[config.mk]
export PLATFORM = sky130hd
export DESIGN_NAME = ysyx_22041211_ifu_flat
export DESIGN_NICKNAME = d
export VERILOG_FILES = /design/src/rtl/ysyx_22041211_ifu_if.sv /design/src/rtl/ysyx_22041211_ifu.sv /design/src/flat_wrapper.sv
export SDC_FILE = /design/constraint.sdc
export NUM_CORES = 1
export LEC_CHECK = 0
export ABC_AREA = 1
export BUFFER_PORTS_ARGS = -buffer_cell sky130_fd_sc_hd__clkbuf_2
export CORE_MARGIN = 2
export CORE_UTILIZATION = 55
export DETAILED_ROUTE_END_ITERATION = 7
export GPL_ROUTABILITY_DRIVEN = 0
export PLACE_DENSITY = 0.85
export RECOVER_POWER = 25
export SLEW_MARGIN = 20
export SYNTH_ARGS = -nofsm -noshare
export SYNTH_HDL_FRONTEND = slang
export SYNTH_SLANG_ARGS = --single-unit
[constraint.sdc]
create_clock -name clk -period 3 [get_ports clk]
set_input_delay 0.15 -clock clk [delete_from_list [all_inputs] [get_ports clk]]
set_output_delay 0.15 -clock clk [all_outputs]
set_load 0.01 [all_outputs]
[src/rtl/ysyx_22041211_ifu_if.sv]
// ----------------------------------------------------------------------------
// ysyx_22041211_ifu_if : fetch-unit bundle (memory port, redirect, decode port)
// Revision: 1.0
// ----------------------------------------------------------------------------
`default_nettype none

interface ysyx_22041211_ifu_if #(
  parameter int ADDR_LEN = 32,
  parameter int DATA_LEN = 32
);
  logic                mem_req_valid;
  logic                mem_req_ready;
  logic [ADDR_LEN-1:0] mem_req_addr;
  logic                mem_rsp_valid;
  logic [DATA_LEN-1:0] mem_rsp_data;
  logic                mem_rsp_err;
  logic                redirect_valid;
  logic [ADDR_LEN-1:0] redirect_pc;
  logic                inst_valid;
  logic                inst_ready;
  logic [DATA_LEN-1:0] inst;
  logic [ADDR_LEN-1:0] inst_pc;
  logic                inst_fault;

  modport master (
    output mem_req_valid, mem_req_addr,
    input  mem_req_ready,
    input  mem_rsp_valid, mem_rsp_data, mem_rsp_err,
    input  redirect_valid, redirect_pc,
    output inst_valid, inst, inst_pc, inst_fault,
    input  inst_ready
  );

  modport slave (
    input  mem_req_valid, mem_req_addr,
    output mem_req_ready,
    output mem_rsp_valid, mem_rsp_data, mem_rsp_err,
    output redirect_valid, redirect_pc,
    input  inst_valid, inst, inst_pc, inst_fault,
    output inst_ready
  );
endinterface

`default_nettype wire

[src/rtl/ysyx_22041211_ifu.sv]
// ----------------------------------------------------------------------------
// ysyx_22041211_ifu : instruction fetch unit, one outstanding request, redirects
// Revision: 1.0
// ----------------------------------------------------------------------------
`default_nettype none

module ysyx_22041211_ifu #(
  parameter int                  ADDR_LEN = 32,
  parameter int                  DATA_LEN = 32,
  parameter logic [ADDR_LEN-1:0] RESET_PC = 32'h80000000
) (
  input  logic                clk,
  input  logic                rst,
  ysyx_22041211_ifu_if.master bus
);

  localparam logic [DATA_LEN-1:0] C_NOP = DATA_LEN'(32'h00000013);

  typedef enum logic [1:0] {
    S_REQ  = 2'd0,
    S_WAIT = 2'd1,
    S_DROP = 2'd2,
    S_HOLD = 2'd3
  } state_e;

  state_e              state_q, state_d;
  logic [ADDR_LEN-1:0] pc_q, pc_d;
  logic [ADDR_LEN-1:0] inst_pc_q, inst_pc_d;
  logic [DATA_LEN-1:0] inst_q, inst_d;
  logic                fault_q, fault_d;
  logic                live_q;
  logic                w_accept;
  logic                w_land;

  // live_q keeps the request low until the first edge after reset release
  assign bus.mem_req_valid = live_q && (state_q == S_REQ);
  assign bus.mem_req_addr  = pc_q;
  assign bus.inst_valid    = (state_q == S_HOLD);
  assign bus.inst          = inst_q;
  assign bus.inst_pc       = inst_pc_q;
  assign bus.inst_fault    = fault_q;

  assign w_accept = bus.mem_req_valid && bus.mem_req_ready;

  always_ff @(posedge clk or negedge rst) begin
    if (!rst) begin
      state_q   <= S_REQ;
      pc_q      <= RESET_PC;
      inst_pc_q <= '0;
      inst_q    <= '0;
      fault_q   <= 1'b0;
      live_q    <= 1'b0;
    end else begin
      state_q   <= state_d;
      pc_q      <= pc_d;
      inst_pc_q <= inst_pc_d;
      inst_q    <= inst_d;
      fault_q   <= fault_d;
      live_q    <= 1'b1;
    end
  end

  always_comb begin
    state_d   = state_q;
    pc_d      = pc_q;
    inst_pc_d = inst_pc_q;
    inst_d    = inst_q;
    fault_d   = fault_q;
    w_land    = 1'b0;

    case (state_q)
      S_REQ: begin
        if (bus.redirect_valid) begin
          pc_d = bus.redirect_pc;
          if (w_accept) state_d = S_DROP;
          else          w_land  = 1'b1;
        end else if (w_accept) begin
          state_d = S_WAIT;
        end
      end
      S_WAIT: begin
        if (bus.redirect_valid) begin
          pc_d = bus.redirect_pc;
          if (bus.mem_rsp_valid) w_land  = 1'b1;
          else                   state_d = S_DROP;
        end else if (bus.mem_rsp_valid) begin
          state_d   = S_HOLD;
          inst_pc_d = pc_q;
          inst_d    = bus.mem_rsp_err ? C_NOP : bus.mem_rsp_data;
          fault_d   = bus.mem_rsp_err;
        end
      end
      // A redirect landing on the stale beat consumes it; waiting for another would hang
      S_DROP: begin
        if (bus.redirect_valid) pc_d = bus.redirect_pc;
        if (bus.mem_rsp_valid)  w_land = 1'b1;
      end
      S_HOLD: begin
        if (bus.redirect_valid) begin
          pc_d   = bus.redirect_pc;
          w_land = 1'b1;
        end else if (bus.inst_ready) begin
          pc_d    = pc_q + ADDR_LEN'(4);
          state_d = S_REQ;
        end
      end
      default: state_d = S_REQ;
    endcase

    // With nothing outstanding, a misaligned target is reported instead of fetched
    if (w_land) begin
      if (|pc_d[1:0]) begin
        state_d   = S_HOLD;
        inst_pc_d = pc_d;
        inst_d    = C_NOP;
        fault_d   = 1'b1;
      end else begin
        state_d = S_REQ;
      end
    end
  end

endmodule

`default_nettype wire

[src/flat_wrapper.sv]
// flat-port wrapper written by rule: the top's interface ports become plain ports
module ysyx_22041211_ifu_flat 
#(
  parameter int                  ADDR_LEN = 32,
  parameter int                  DATA_LEN = 32,
  parameter logic [ADDR_LEN-1:0] RESET_PC = 32'h80000000
)
  (clk, rst, bus_mem_req_valid, bus_mem_req_addr, bus_mem_req_ready, bus_mem_rsp_valid, bus_mem_rsp_data, bus_mem_rsp_err, bus_redirect_valid, bus_redirect_pc, bus_inst_valid, bus_inst, bus_inst_pc, bus_inst_fault, bus_inst_ready);
  ysyx_22041211_ifu_if #(.ADDR_LEN(ADDR_LEN), .DATA_LEN(DATA_LEN)) bus_i ();
  input  logic clk;
  input  logic rst;
  output wire logic [$bits(bus_i.mem_req_valid)-1:0] bus_mem_req_valid;
  output wire logic [$bits(bus_i.mem_req_addr)-1:0] bus_mem_req_addr;
  input wire logic [$bits(bus_i.mem_req_ready)-1:0] bus_mem_req_ready;
  input wire logic [$bits(bus_i.mem_rsp_valid)-1:0] bus_mem_rsp_valid;
  input wire logic [$bits(bus_i.mem_rsp_data)-1:0] bus_mem_rsp_data;
  input wire logic [$bits(bus_i.mem_rsp_err)-1:0] bus_mem_rsp_err;
  input wire logic [$bits(bus_i.redirect_valid)-1:0] bus_redirect_valid;
  input wire logic [$bits(bus_i.redirect_pc)-1:0] bus_redirect_pc;
  output wire logic [$bits(bus_i.inst_valid)-1:0] bus_inst_valid;
  output wire logic [$bits(bus_i.inst)-1:0] bus_inst;
  output wire logic [$bits(bus_i.inst_pc)-1:0] bus_inst_pc;
  output wire logic [$bits(bus_i.inst_fault)-1:0] bus_inst_fault;
  input wire logic [$bits(bus_i.inst_ready)-1:0] bus_inst_ready;
  assign bus_mem_req_valid = bus_i.mem_req_valid;
  assign bus_mem_req_addr = bus_i.mem_req_addr;
  assign bus_i.mem_req_ready = bus_mem_req_ready;
  assign bus_i.mem_rsp_valid = bus_mem_rsp_valid;
  assign bus_i.mem_rsp_data = bus_mem_rsp_data;
  assign bus_i.mem_rsp_err = bus_mem_rsp_err;
  assign bus_i.redirect_valid = bus_redirect_valid;
  assign bus_i.redirect_pc = bus_redirect_pc;
  assign bus_inst_valid = bus_i.inst_valid;
  assign bus_inst = bus_i.inst;
  assign bus_inst_pc = bus_i.inst_pc;
  assign bus_inst_fault = bus_i.inst_fault;
  assign bus_i.inst_ready = bus_inst_ready;
  ysyx_22041211_ifu #(.ADDR_LEN(ADDR_LEN), .DATA_LEN(DATA_LEN), .RESET_PC(RESET_PC)) u_core (.clk(clk), .rst(rst), .bus(bus_i));
endmodule
==> flow_metrics.env <==
export IMPL_netlist_instances=732
export IMPL_vdd_drop_max_v=0.000378
export IMPL_design_die_area_um2=10800
export IMPL_slew_violations=0
export IMPL_rsz0062_at_grt="false"
export IMPL_instances_no_fill=1028
export IMPL_clkLatencyLatePin_ps=380
export IMPL_cts_sinks=100
export IMPL_die_height_um=104
export IMPL_finalNetCount=962
export IMPL_antennaDiodeCount=0
export IMPL_postRouteAntennaNets=0
export IMPL_cp_required_ps=3270
export IMPL_first_pass_iters=5
export IMPL_fmax_ghz=0.460
export IMPL_clk_pin_slew_ps=120
export IMPL_fin_tns_setup_ps=0
export IMPL_htree_num_levels=3
export IMPL_initial_core_util=0.565
export IMPL_relSlewSlack=0.155
export IMPL_via_per_inst=5.44
export IMPL_numCtsBuffers=9
export IMPL_final_util=0.686
export IMPL_yosysTopAreaCell="dfrtp_1"
export IMPL_hold_path_class="input port to register"
export IMPL_yosysSeqAreaShare=0.455
export IMPL_status="finished clean"
export IMPL_drt_total_wl_mm=15.3
export IMPL_portBuffers=169
export IMPL_synth_cell_types=38
export IMPL_drt_wirelength_per_cell_um=14.9
export IMPL_drc=0
export IMPL_cts_buffer_depth=2
export IMPL_die_w_um=104
export IMPL_grt_start_max_net_pins=79
export IMPL_synth_fp_nets=804
export IMPL_area_growth_pct=21.3
export IMPL_grt_pass1_wl_mm=25.2
export IMPL_cap_violations=0
export IMPL_num_io_pins=170
export IMPL_first_global_vias=5163
export IMPL_core_area_um2=9730
export IMPL_crit_path_max_fanout=40
export IMPL_cp_start_kind="register"
export IMPL_fin_crit_sh=0.725
export IMPL_overflow=0
export IMPL_rows=36
export IMPL_root_buffer="clkbuf_8"
export IMPL_crit_type="register to register"
export IMPL_yosys_area_top_type_share=0.450
export IMPL_powerDensity_nw_per_um2=806
export IMPL_final_hold_violation_count=0
export IMPL_skew_ps=18.7
export IMPL_antenna_found_initial=0
export IMPL_finalSetupViolCount=0
export IMPL_period_needed_ps=2170
export IMPL_arrival_ps=2440
export IMPL_tightest_slew_ps=1270
export IMPL_cts_repair_resized=0
export IMPL_drive_gt1_frac=0.263
export IMPL_dpl_hpwl_mm=10.8
export IMPL_cts_tree="built"
export IMPL_num_vias=5589
export IMPL_track_usage=0.283
export IMPL_drtIter0Drc=410
export IMPL_synth_area_leaders="dfrtp_1 (45%), nand2_1 (12%), nor2_1 (5.3%)"
export IMPL_dpl_cell_count=1009
export IMPL_p_leak_nw=3.45
export IMPL_synth_seq_cells=100
export IMPL_syn_cell_area_um2=5500
export IMPL_synth_area_per_cell_um2=7.52
export IMPL_yosysWarnings=0
export IMPL_crit_path_end_kind="register"
[registers in the layout, indices dropped and copies added, names as in the netlist]
signal,flops
u_core.bus.inst_fault,1
u_core.live_q,1
u_core.bus.inst,32
u_core.state_q,2
u_core.bus.mem_req_addr,32
u_core.bus.inst_pc,32
[per-layer routing]
| metal | vias up | routed length (µm) | GRT usage |
|---|---|---|---|
| li1 | 2698 | - | - |
| met1 | 2597 | 6820 | 0.405 |
| met2 | 262 | 7040 | 0.448 |
| met3 | 32 | 1140 | 0.0351 |
| met4 | 0 | 341 | 0.0975 |
| met5 | - | 0 | 0 |
[where the power goes]
part / internal (mW) / total (mW) / leakage [nW] / switching [mW]
Sequential: 1.79 / 2.12 / 1.21 / 0.327
Combinational: 0.888 / 2.40 / 2.14 / 1.51
Clock: 0.328 / 0.863 / 0.0970 / 0.535
Total: 3.01 / 5.38 / 3.45 / 2.37
[repair_timing]
| action | CTS | global route |
|---|---|---|
| hold buffers | 2 | 0 |
| endpoints found under the hold margin | 75 | 0 |
| buffers inserted | 0 | 0 |
[cell usage after synthesis]
master / n
nor2_1: 78
buf_1: 1
conb_1: 1
o211ai_1: 14
xnor2_1: 2
and2_1: 2
buf_4: 6
o21ai_0: 49
dfrtp_1: 99
dfstp_2: 1
xor2_1: 3
nand3_4: 1
a31oi_1: 3
inv_1: 74
nand2_4: 1
buf_2: 9
a21oi_1: 37
inv_2: 8
mux2i_1: 3
nand2_2: 2
nand2_1: 182
buf_6: 1
nand3_1: 58
ha_1: 1
clkbuf_1: 15
or2_1: 2
o21ai_1: 7
or2_2: 5
nor2_4: 2
nand3b_1: 2
nor3_2: 19
nor2_2: 3
nor3_1: 22
nand4_1: 12
o21a_1: 3
o2111ai_1: 1
nand3_2: 1
o22ai_1: 2
[cell type report]
class	instances	area [µm²]
fillers	839	3060
flip-flops and latches	100	2500
multi-input cells	518	2530
clock inverters	7	72.6
well taps	133	166
inverters	82	308
clock buffers	9	124
repair buffers	179	970
[layout by cell type (no fill, tap or decap), types with 5 or more instances in the layout]
cell | netlist | routed
nand3_1 | 58 | 58
nor3_1 | 22 | 22
inv_1 | 74 | 74
clkbuf_8 | 0 | 9
nor3_2 | 19 | 19
o21ai_1 | 7 | 7
nand2_1 | 182 | 182
nor2_1 | 78 | 78
inv_2 | 8 | 8
dfrtp_1 | 99 | 99
o211ai_1 | 14 | 14
or2_2 | 5 | 5
a21oi_1 | 37 | 37
o21ai_0 | 49 | 49
nand4_1 | 12 | 12
buf_4 | 6 | 5
clkbuf_2 | 0 | 168
[worst paths after layout]
check                                    startpoint                          to  slack (ps)  cells past startpoint
max in group asynchronous                       rst         u_core.bus.inst[31]        1300                      4
worst max register to register    u_core.state_q[1]      u_core.bus.inst_pc[31]         830                     13
worst min register to register   u_core.bus.inst[0]          u_core.bus.inst[0]         510                      2
min in group asynchronous                       rst  u_core.bus.mem_req_addr[0]         570                      2
worst max-delay path              u_core.state_q[1]      u_core.bus.inst_pc[31]         830                     13
worst min-delay path            bus_mem_rsp_data[0]          u_core.bus.inst[0]           9                      3
[metrics by stage]
stage	setup WS, ps	cell area (µm²)	hold WS [ps]	power, mW
3_3_place_gp	912	6430	369	4.46
2_1_floorplan	1330	5500	-146	3.66
6_report	826	6670	9.14	5.38
5_1_grt	660	6670	26.9	5.77
4_1_cts	849	6650	2.55	5.38
3_5_place_dp	850	6430	372	4.52
[critical path: stages (launching register included)]
cell and delay [ps]:
dfrtp_1 480, nand2_4 170, inv_2 140, nand2_2 120
nand2_1 80, inv_2 70, nand3_4 100, inv_2 90
nand2_2 50, inv_2 270, buf_12 290, nand3_1 110
nand2_1 70, inv_1 40
[cells by family after synthesis]
kind of cell | after synthesis | share of synthesized area
compound gates | 116 | 0.115
xor+xnor | 5 | 0.00796
fa+ha+maj | 1 | 0.00227
buf+inv | 114 | 0.0853
flops | 100 | 0.455
mux | 3 | 0.00546
other cells | 1 | 0.000682
simple gates | 392 | 0.328
(Power assumes the default switching activity.)
